[src/rtl/uart_rx_fifo_ctrl.sv]
// Receive FIFO for the APB UART: character + line-status storage, overrun, fill trigger,
// error summary and optional character timeout (enabled by defining UART_RX_FIFO_TIMEOUT_EN).
module uart_rx_fifo_ctrl #(
  parameter int unsigned DATA_W        = 8,
  parameter int unsigned DEPTH         = 16,
  parameter int unsigned ERR_W         = 3,
  parameter int unsigned TRIG0         = 1,
  parameter int unsigned TRIG1         = 4,
  parameter int unsigned TRIG2         = 8,
  parameter int unsigned TRIG3         = 14,
  parameter int unsigned TIMEOUT_CHARS = 4
) (
  input  logic                       clk,
  input  logic                       reset,
  input  logic [DATA_W-1:0]          fifo_rx_i,
  input  logic [ERR_W-1:0]           fifo_rx_err_i,
  input  logic                       fifo_rx_push_i,
  input  logic                       fifo_rx_pop_i,
  input  logic                       fifo_rx_reset_i,
  input  logic [1:0]                 fifo_rx_trig_level_i,
  input  logic                       fifo_rx_char_tick_i,
  input  logic                       fifo_rx_ovr_clr_i,
  output logic [DATA_W-1:0]          fifo_rx_o,
  output logic [ERR_W-1:0]           fifo_rx_err_o,
  output logic [$clog2(DEPTH):0]     fifo_rx_count_o,
  output logic                       fifo_rx_empty_o,
  output logic                       fifo_rx_full_o,
  output logic                       fifo_rx_triggered_o,
  output logic                       fifo_rx_overrun_o,
  output logic                       fifo_rx_err_any_o,
  output logic                       fifo_rx_timeout_o
);

  localparam int unsigned PTR_W = $clog2(DEPTH);
  localparam int unsigned CNT_W = PTR_W + 1;
  localparam int unsigned ENT_W = ERR_W + DATA_W;

  logic [ENT_W-1:0] mem_q [DEPTH];

  logic [PTR_W-1:0] rd_ptr_q, rd_ptr_d;
  logic [PTR_W-1:0] wr_ptr_q, wr_ptr_d;
  logic [CNT_W-1:0] count_q, count_d;
  logic [CNT_W-1:0] err_cnt_q, err_cnt_d;
  logic             overrun_q, overrun_d;

  logic [ENT_W-1:0] head_entry;
  logic [ERR_W-1:0] head_err;
  logic             empty, full;
  logic             pop_acc, push_acc;
  logic [CNT_W-1:0] thresh;

  assign empty      = (count_q == '0);
  assign full       = (count_q == CNT_W'(DEPTH));
  assign head_entry = mem_q[rd_ptr_q];
  assign head_err   = head_entry[ENT_W-1:DATA_W];

  // A pop frees a slot in the same cycle, so a full FIFO still takes a simultaneous push.
  assign pop_acc  = fifo_rx_pop_i & ~empty;
  assign push_acc = fifo_rx_push_i & (~full | pop_acc);

  always_comb begin
    rd_ptr_d  = rd_ptr_q;
    wr_ptr_d  = wr_ptr_q;
    count_d   = count_q;
    err_cnt_d = err_cnt_q;
    overrun_d = overrun_q;
    if (fifo_rx_reset_i) begin
      rd_ptr_d  = '0;
      wr_ptr_d  = '0;
      count_d   = '0;
      err_cnt_d = '0;
      overrun_d = 1'b0;
    end else begin
      if (pop_acc)  rd_ptr_d = rd_ptr_q + PTR_W'(1);
      if (push_acc) wr_ptr_d = wr_ptr_q + PTR_W'(1);
      count_d   = count_q + CNT_W'(push_acc) - CNT_W'(pop_acc);
      err_cnt_d = err_cnt_q + CNT_W'(push_acc & (|fifo_rx_err_i))
                            - CNT_W'(pop_acc & (|head_err));
      if (fifo_rx_push_i & full & ~pop_acc) overrun_d = 1'b1;
      else if (fifo_rx_ovr_clr_i)           overrun_d = 1'b0;
    end
  end

  always_ff @(posedge clk or posedge reset) begin
    if (reset) begin
      rd_ptr_q  <= '0;
      wr_ptr_q  <= '0;
      count_q   <= '0;
      err_cnt_q <= '0;
      overrun_q <= 1'b0;
    end else begin
      rd_ptr_q  <= rd_ptr_d;
      wr_ptr_q  <= wr_ptr_d;
      count_q   <= count_d;
      err_cnt_q <= err_cnt_d;
      overrun_q <= overrun_d;
    end
  end

  // Storage is left uninitialised; only the pointers define what is valid.
  always_ff @(posedge clk) begin
    if (push_acc & ~fifo_rx_reset_i) mem_q[wr_ptr_q] <= {fifo_rx_err_i, fifo_rx_i};
  end

  always_comb begin
    thresh = CNT_W'(TRIG0);
    case (fifo_rx_trig_level_i)
      2'd0:    thresh = CNT_W'(TRIG0);
      2'd1:    thresh = CNT_W'(TRIG1);
      2'd2:    thresh = CNT_W'(TRIG2);
      default: thresh = CNT_W'(TRIG3);
    endcase
  end

  assign fifo_rx_o           = head_entry[DATA_W-1:0];
  assign fifo_rx_err_o       = empty ? '0 : head_err;
  assign fifo_rx_count_o     = count_q;
  assign fifo_rx_empty_o     = empty;
  assign fifo_rx_full_o      = full;
  assign fifo_rx_triggered_o = (count_q >= thresh);
  assign fifo_rx_overrun_o   = overrun_q;
  assign fifo_rx_err_any_o   = (err_cnt_q != '0);

`ifdef UART_RX_FIFO_TIMEOUT_EN
  localparam int unsigned TO_W = $clog2(TIMEOUT_CHARS + 1);

  logic [TO_W-1:0] idle_q, idle_d;

  // Any FIFO activity or an empty FIFO restarts the idle count; ticks saturate at the limit.
  always_comb begin
    idle_d = idle_q;
    if (fifo_rx_reset_i | push_acc | pop_acc | empty)
      idle_d = '0;
    else if (fifo_rx_char_tick_i && (idle_q != TO_W'(TIMEOUT_CHARS)))
      idle_d = idle_q + TO_W'(1);
  end

  always_ff @(posedge clk or posedge reset) begin
    if (reset) idle_q <= '0;
    else       idle_q <= idle_d;
  end

  assign fifo_rx_timeout_o = (idle_q == TO_W'(TIMEOUT_CHARS)) & ~empty;
`else
  logic unused_char_tick;
  assign unused_char_tick  = fifo_rx_char_tick_i;
  assign fifo_rx_timeout_o = 1'b0;
`endif

endmodule

[config.mk]
export PLATFORM = sky130hd
export DESIGN_NAME = uart_rx_fifo_ctrl
export DESIGN_NICKNAME = d
export VERILOG_FILES = /design/src/rtl/uart_rx_fifo_ctrl.sv
export SDC_FILE = /design/constraint.sdc
export NUM_CORES = 1
export LEC_CHECK = 0
export ABC_AREA = 1
export CAP_MARGIN = 30
export CORE_ASPECT_RATIO = 0.75
export CORE_MARGIN = 5
export CORE_UTILIZATION = 48
export DETAILED_ROUTE_END_ITERATION = 7
export GPL_TIMING_DRIVEN = 0
export PLACE_DENSITY = 0.71
export SLEW_MARGIN = 20
export SYNTH_ARGS = -nofsm -noshare
export SYNTH_HDL_FRONTEND = slang
export SYNTH_SLANG_ARGS = --single-unit
export TNS_END_PERCENT = 30
[constraint.sdc]
create_clock -name clk -period 4.3 [get_ports clk]
set_clock_uncertainty 0.15 [all_clocks]
set_input_delay 0.86 -clock clk [delete_from_list [all_inputs] [get_ports clk]]
set_output_delay 0.86 -clock clk [all_outputs]
set_load 0.1 [all_outputs]
Word level (Yosys, flattened, before mapping)
Memory sizes are Yosys's and may differ from the RTL's. Index checks and enable logic that the tools add are counted.

RAM bits: 176. Register bits after elaboration: 19. Bits of input ports: 20. Memories: 1. Output and inout port bits: 22.

Equality and inequality tests: 3. Bitwise logic cells: 12. Add/subtract/negate cells: 6. Reduce and logical (&&, ||, !) cells: 8. Magnitude comparators: 1. Mux-type cells: 13.

Memories: mem_q (depth 16, width 11, rd ports 1, clocked after Yosys merged registers in 0, write ports 1, RTL line 38) `logic [ENT_W-1:0] mem_q [DEPTH];`.

Operators with widths (number): $mux W4 (4); $pmux W4 S3 (1); $add A5 B1 Y5 (2); $mux W5 (2); $sub A5 B1 Y5 (2); $add A4 B1 Y4 const B (2); $and A1 B1 Y1 (7); $reduce_or A3 Y1 (2); $eq A5 B5 Y1 const B (1); $ge A5 B5 Y1 (1); $logic_not A5 Y1 (1); $mux W1 (5); $reduce_bool A5 Y1 (1); $not A1 Y1 (4); $reduce_bool A2 Y1 (2); $mux W3 (1); $reduce_bool A3 Y1 (1); $eq A2 B1 Y1 const B (1); $eq A2 B2 Y1 const B (1); $logic_not A2 Y1 (1); $or A1 B1 Y1 (1).

Depth between registers and ports, before layout
Word-level depth: 9. Gate-level depth with buffers: 22.

Worst setup path before layout
Ideal clock, no wire load.

Path kind: flip-flop to flip-flop. Start: register count_q[3] (netlist: fifo_rx_count_o[3]). End: register err_cnt_q[4]. Library setup time: 132 ps. Required time: 4018 ps. Path slack: -202 ps. Cell stages (with the launch flop): 20. Arrival: 4220 ps. Cell sequence: dfrtp_1 -> inv_1 -> ha_1 -> nand3_1 -> nor2_1 -> nand2_1 -> nand2_2 -> inv_2 -> o31ai_1 -> ha_1 -> inv_1 -> ha_1 -> inv_1 -> fa_1 -> inv_1 -> a21oi_1 -> nor2_1 -> nor2_1 -> xor2_1 -> nor2_1.

Elaborated cells on any way between the ends: 12.

RTL lines: from (decl) (RTL line 42) `logic [CNT_W-1:0] count_q, count_d;`; from (signal assigned) (RTL line 94) `count_q <= count_d;`; $eq A5 B5 Y1 (RTL line 53) `assign full = (count_q == CNT_W'(DEPTH));`; via fifo_rx_full_o (RTL line 27) `output logic fifo_rx_full_o,`; $not A1 Y1 (RTL line 59) `assign push_acc = fifo_rx_push_i & (~full | pop_acc);`; $or A1 B1 Y1 (RTL line 59); $and A1 B1 Y1 (RTL line 59); $and A1 B1 Y1 (RTL line 77) `err_cnt_d = err_cnt_q + CNT_W'(push_acc & (|fifo_rx_err_i))`; $add A5 B1 Y5 (RTL line 77); $sub A5 B1 Y5 (RTL line 78) `- CNT_W'(pop_acc & (|head_err));`; $mux W5 (RTL line 67) `if (fifo_rx_reset_i) begin`; via err_cnt_d[4] (RTL line 43) `logic [CNT_W-1:0] err_cnt_q, err_cnt_d;`; to (signal assigned) (RTL line 95) `err_cnt_q <= err_cnt_d;`; to (decl) (RTL line 43).

The timed path passes the listed nets, and every way through them passes these cells. A chain may end at the register's enable or synchronous reset.

Final worst setup path
Start: register rd_ptr_q[1]. End: output fifo_rx_o[6].

Cells in the longest elaborated chain, start to end: 1.

RTL lines: from (decl) (RTL line 40) `logic [PTR_W-1:0] rd_ptr_q, rd_ptr_d;`; from (signal assigned) (RTL line 92) `rd_ptr_q <= rd_ptr_d;`; $mem_v2 Z16 W11; to (decl) (RTL line 23) `output logic [DATA_W-1:0] fifo_rx_o,`.

Every way passes these cells.

==> implementation parameters <==
Parameter                              Value

Synthesis
  Cell accounting for the most synthesized area ... sky130_fd_sc_hd__edfxtp_1
  Synthesized instance count ... 705
  Most instantiated library cell after synthesis ... sky130_fd_sc_hd__edfxtp_1
  Post-synthesis cell type count ... 38
  Net Count, Synth ... roughly 750
  Post-synthesis register bit count ... a little under 200
  Area share of the leading cell type in the synthesized netlist ... 0.6266
  Most instantiated flip-flop cell in the synthesis netlist ... sky130_fd_sc_hd__edfxtp_1
  Number of flops mapped to enable cells by yosys ... 176
  Number of warnings printed during yosys synthesis ... 0
  Area contributors post-synth ... sky130_fd_sc_hd__edfxtp_1, sky130_fd_sc_hd__dfrtp_1, sky130_fd_sc_hd__nor2_1
  Synth cell count leaders ... sky130_fd_sc_hd__edfxtp_1, sky130_fd_sc_hd__nor2_1, sky130_fd_sc_hd__nand2_1
  Syn Std Cell Area ... 0.008434 mm2
  Sequential fraction of the synthesis area ... 0.6830
  Synth async-reset ratio ... 0.09744
  Mean area per synthesized cell ... roughly 12 um2

Detailed routing
  Wire per inst ... ~21 um
  Total via count in the routed design ... 5,796
  Via-to-Cell Ratio ... around 5.6
  First-pass iteration count of the detailed router ... 5
  DRC violations left ... 0
  DRT antenna net count ... 0
  Routed wire length ... between 20,000 and 25,000 um
  Initial DRC count ... around 700

STA
  Slew Viols, Final ... 0
  Hold violation total from the final report ... 0
  Final worst path period need ... around 4.1 ns
  RSZ-0062 raised after global routing ... false
  Sum of negative setup slack ... 0 ns
  Worst-margin pin slew ... approximately 0.98 ns
  Highest clock rate ... 0.2412 GHz
  Final worst-path setup slack ... ~0.15 ns
  Slew Limit Headroom ... 0.3446
  Portion of the clock cycle consumed by the worst path in the final layout ... 0.9641
  Final setup vio count ... 0

Cells and area
  Share of post-route cells with drive strength above 1 ... 0.1336
  Relative area change from synthesis to final layout ... 17.52%
  Antenna fix cells ... 0
  End-of-flow core utilization ... 0.5681
  Final nets ... 815

Clock network
  Clock root buffer ... sky130_fd_sc_hd__clkbuf_16
  Number of H-tree levels ... 4
  Total clock sinks ... slightly below 200
  Max Root-Sink Buffers ... 2
  Total CTS buffers ... 17
  Clock insertion delay at the later pin of the skew report ... 0.45 ns
  Hold-fix buffer count after cts ... 0
  Clock-pin slew of the registers on the worst-case setup and hold paths ... 0.08 ns
  Clock tree from TritonCTS ... done

Floorplanning
  Die height ... 124.8 um
  Starting utilization of the core area ... 0.4834
  Rows ... 42
  Die area ... roughly 0.020 mm2
  Die Width ... 163.1 um
  Core ar. ... approximately 0.017 mm2
  I/O pin count ... 42

Placed design
  Global placement routability congestion ... roughly 0.85
  Post-detail-place hpwl ... roughly 14,000 um
  Port Buffer Count ... 38
  Post-Place Setup Slack ... -0.01695 ns

Critical path
  Cells along the critical path ... inv_2, clkbuf_1, o21ai_0, o221ai_1, nand3_1, nand2_1, dlygate4sd2_1
  Data arrival, critical path ... 3.14 ns
  Largest stage delay, worst path ... 0.87 ns
  Total stage count of the critical path ... 7
  Endpoint class of the critical path ... output pin
  Crit path max fanout ... 10
  Crit path launch type ... flop
  Register-to-Register Path Depth ... 20
  Flop-to-flop setup slack ... between 0.9 and 1 ns
  Data required, critical path ... about 3.3 ns
  Top delay family on crit path ... buffers and inverters
  Critical path buffer and inverter count ... 3
  Start-to-end type of the worst setup path ... reg2out
  Cell at the slowest stage of the critical path ... sky130_fd_sc_hd__dlygate4sd2_1

Global route
  Total global-route track usage ... 0.2213
  Overall overflow remaining after global route ... 0
  Global-route wire length before repair ... approximately 34,000 um
  Via count of the first global-routing pass ... between 5,000 and 6,000
  Maximum number of pins on one net before global-route repair ... 22
  Initial antenna violation count ... 0

Worst hold path
  Worst min-delay path category ... reg2reg
  Hold Crit Depth ... 2

Power and ir drop
  Share of power burned in combinational logic ... 0.381
  Switching power as a share of total power ... 0.4211
  Worst IR Drop VDD ... 0.3860 mV
  Pint ... 0.003610 W
  Sum of internal, switching and leakage power ... approximately 0.0062 W
  Switching pwr ... ~0.0026 W
  Share of total power in sequential cells ... 0.353
  Cell leakage power ... 3.653 nW
  Pwr/cell area ... approximately 630 mW/mm2
  Clock power share ... 0.266

Outcome
  Status ... finished clean

Run
  Max capacitance violation total ... 0
-- per-layer routing --
metal	share of wire	up-vias	GRT usage	routed length, um
met5	0	-	0	0
met4	0.022	0	0.07002	481
met3	0.096	44	0.05690	2096
met2	0.47	290	0.3478	10310
met1	0.41	2827	0.3036	9029
li1	-	2635	-	-
-- cell type report --
class | instances | area (um2)
Buffer | 37 | 240.2
Clock buffer | 17 | 425.4
Clock inverter | 15 | 209.0
Timing Repair Buffer | 49 | 478.0
Tap cell | 242 | 302.8
Inverter | 62 | 235.2
Multi-Input combinational cell | 411 | 2261
Sequential cell | 195 | 5761
Fill cell | 1403 | 7535
-- flip-flops by register name (all words and copies together) (netlist names) --
register,cells
mem_q,176
fifo_rx_overrun_o,1
fifo_rx_count_o,5
rd_ptr_q,4
wr_ptr_q,4
err_cnt_q,5
-- worst min-delay path, stage by stage (launching register included) --
cell and delay [ns]:
sky130_fd_sc_hd__dfrtp_1 0.36, sky130_fd_sc_hd__a21oi_1 0.07, sky130_fd_sc_hd__nor2_1 0.08
-- cells by family (layout without fill, tap and decap cells) --
logic type	after synthesis	after routing	share of synthesized area
fa+ha+maj	22	22	0.03442
xor+xnor	4	4	0.004154
other cells	1	1	0.0004446
flops	195	195	0.6830
simple gates	245	245	0.1182
buf+inv	99	180	0.05637
compound gates	139	139	0.1034
-- through the flow --
stage                     cells  cell area, um2  hold slack (ns)
after floorplan             705            8437           0.4145
after global placement      985            9120           0.3502
after detailed placement    995            9263           0.3793
after CTS                  1027            9889           0.3980
after global routing       1028            9912           0.4343
final                      1028            9912           0.3929
-- layout by cell type, fill, tap and decap left out, drive strengths merged, types with 3 or more instances in the layout --
cell,netlist,routed
a21oi,12,12
nand2,87,87
o22ai,7,7
inv,61,68
ha,20,20
nor3,10,10
o221ai,25,25
clkbuf,10,27
clkinv,1,7
edfxtp,176,176
buf,27,38
o21ai,80,80
dlymetal6s2s,0,3
o211ai,9,9
dlygate4sd2,0,6
nor2,107,107
clkdlybuf4s50,0,29
nand3,39,39
dfrtp,19,19
-- repair_timing --
item                       4_1_cts  5_1_grt
pin swaps                        0        0
setup endpoints to repair        6        3
resized for setup                6        3
buffers inserted                 0        0
-- power by group through the flow --
stage | combinational, W | clock [W] | sequential, W
final | 0.00238 | 0.00166 | 0.00220
after global routing | 0.00253 | 0.00175 | 0.00221
after CTS | 0.00236 | 0.00167 | 0.00220
after detailed placement | 0.00237 | 0 | 0.00224
after global placement | 0.00230 | 0 | 0.00224
after floorplan | 0.00160 | 0 | 0.00237
-- worst paths after layout --
kind,from,end
min in group asynchronous,reset,err_cnt_q[2]
max,rd_ptr_q[1],fifo_rx_o[6]
max in group asynchronous,reset,wr_ptr_q[1]
min,fifo_rx_overrun_o,fifo_rx_overrun_o
max reg2reg,rd_ptr_q[1],err_cnt_q[4]
min reg2reg,fifo_rx_overrun_o,fifo_rx_overrun_o
(Power assumes the default switching activity.)
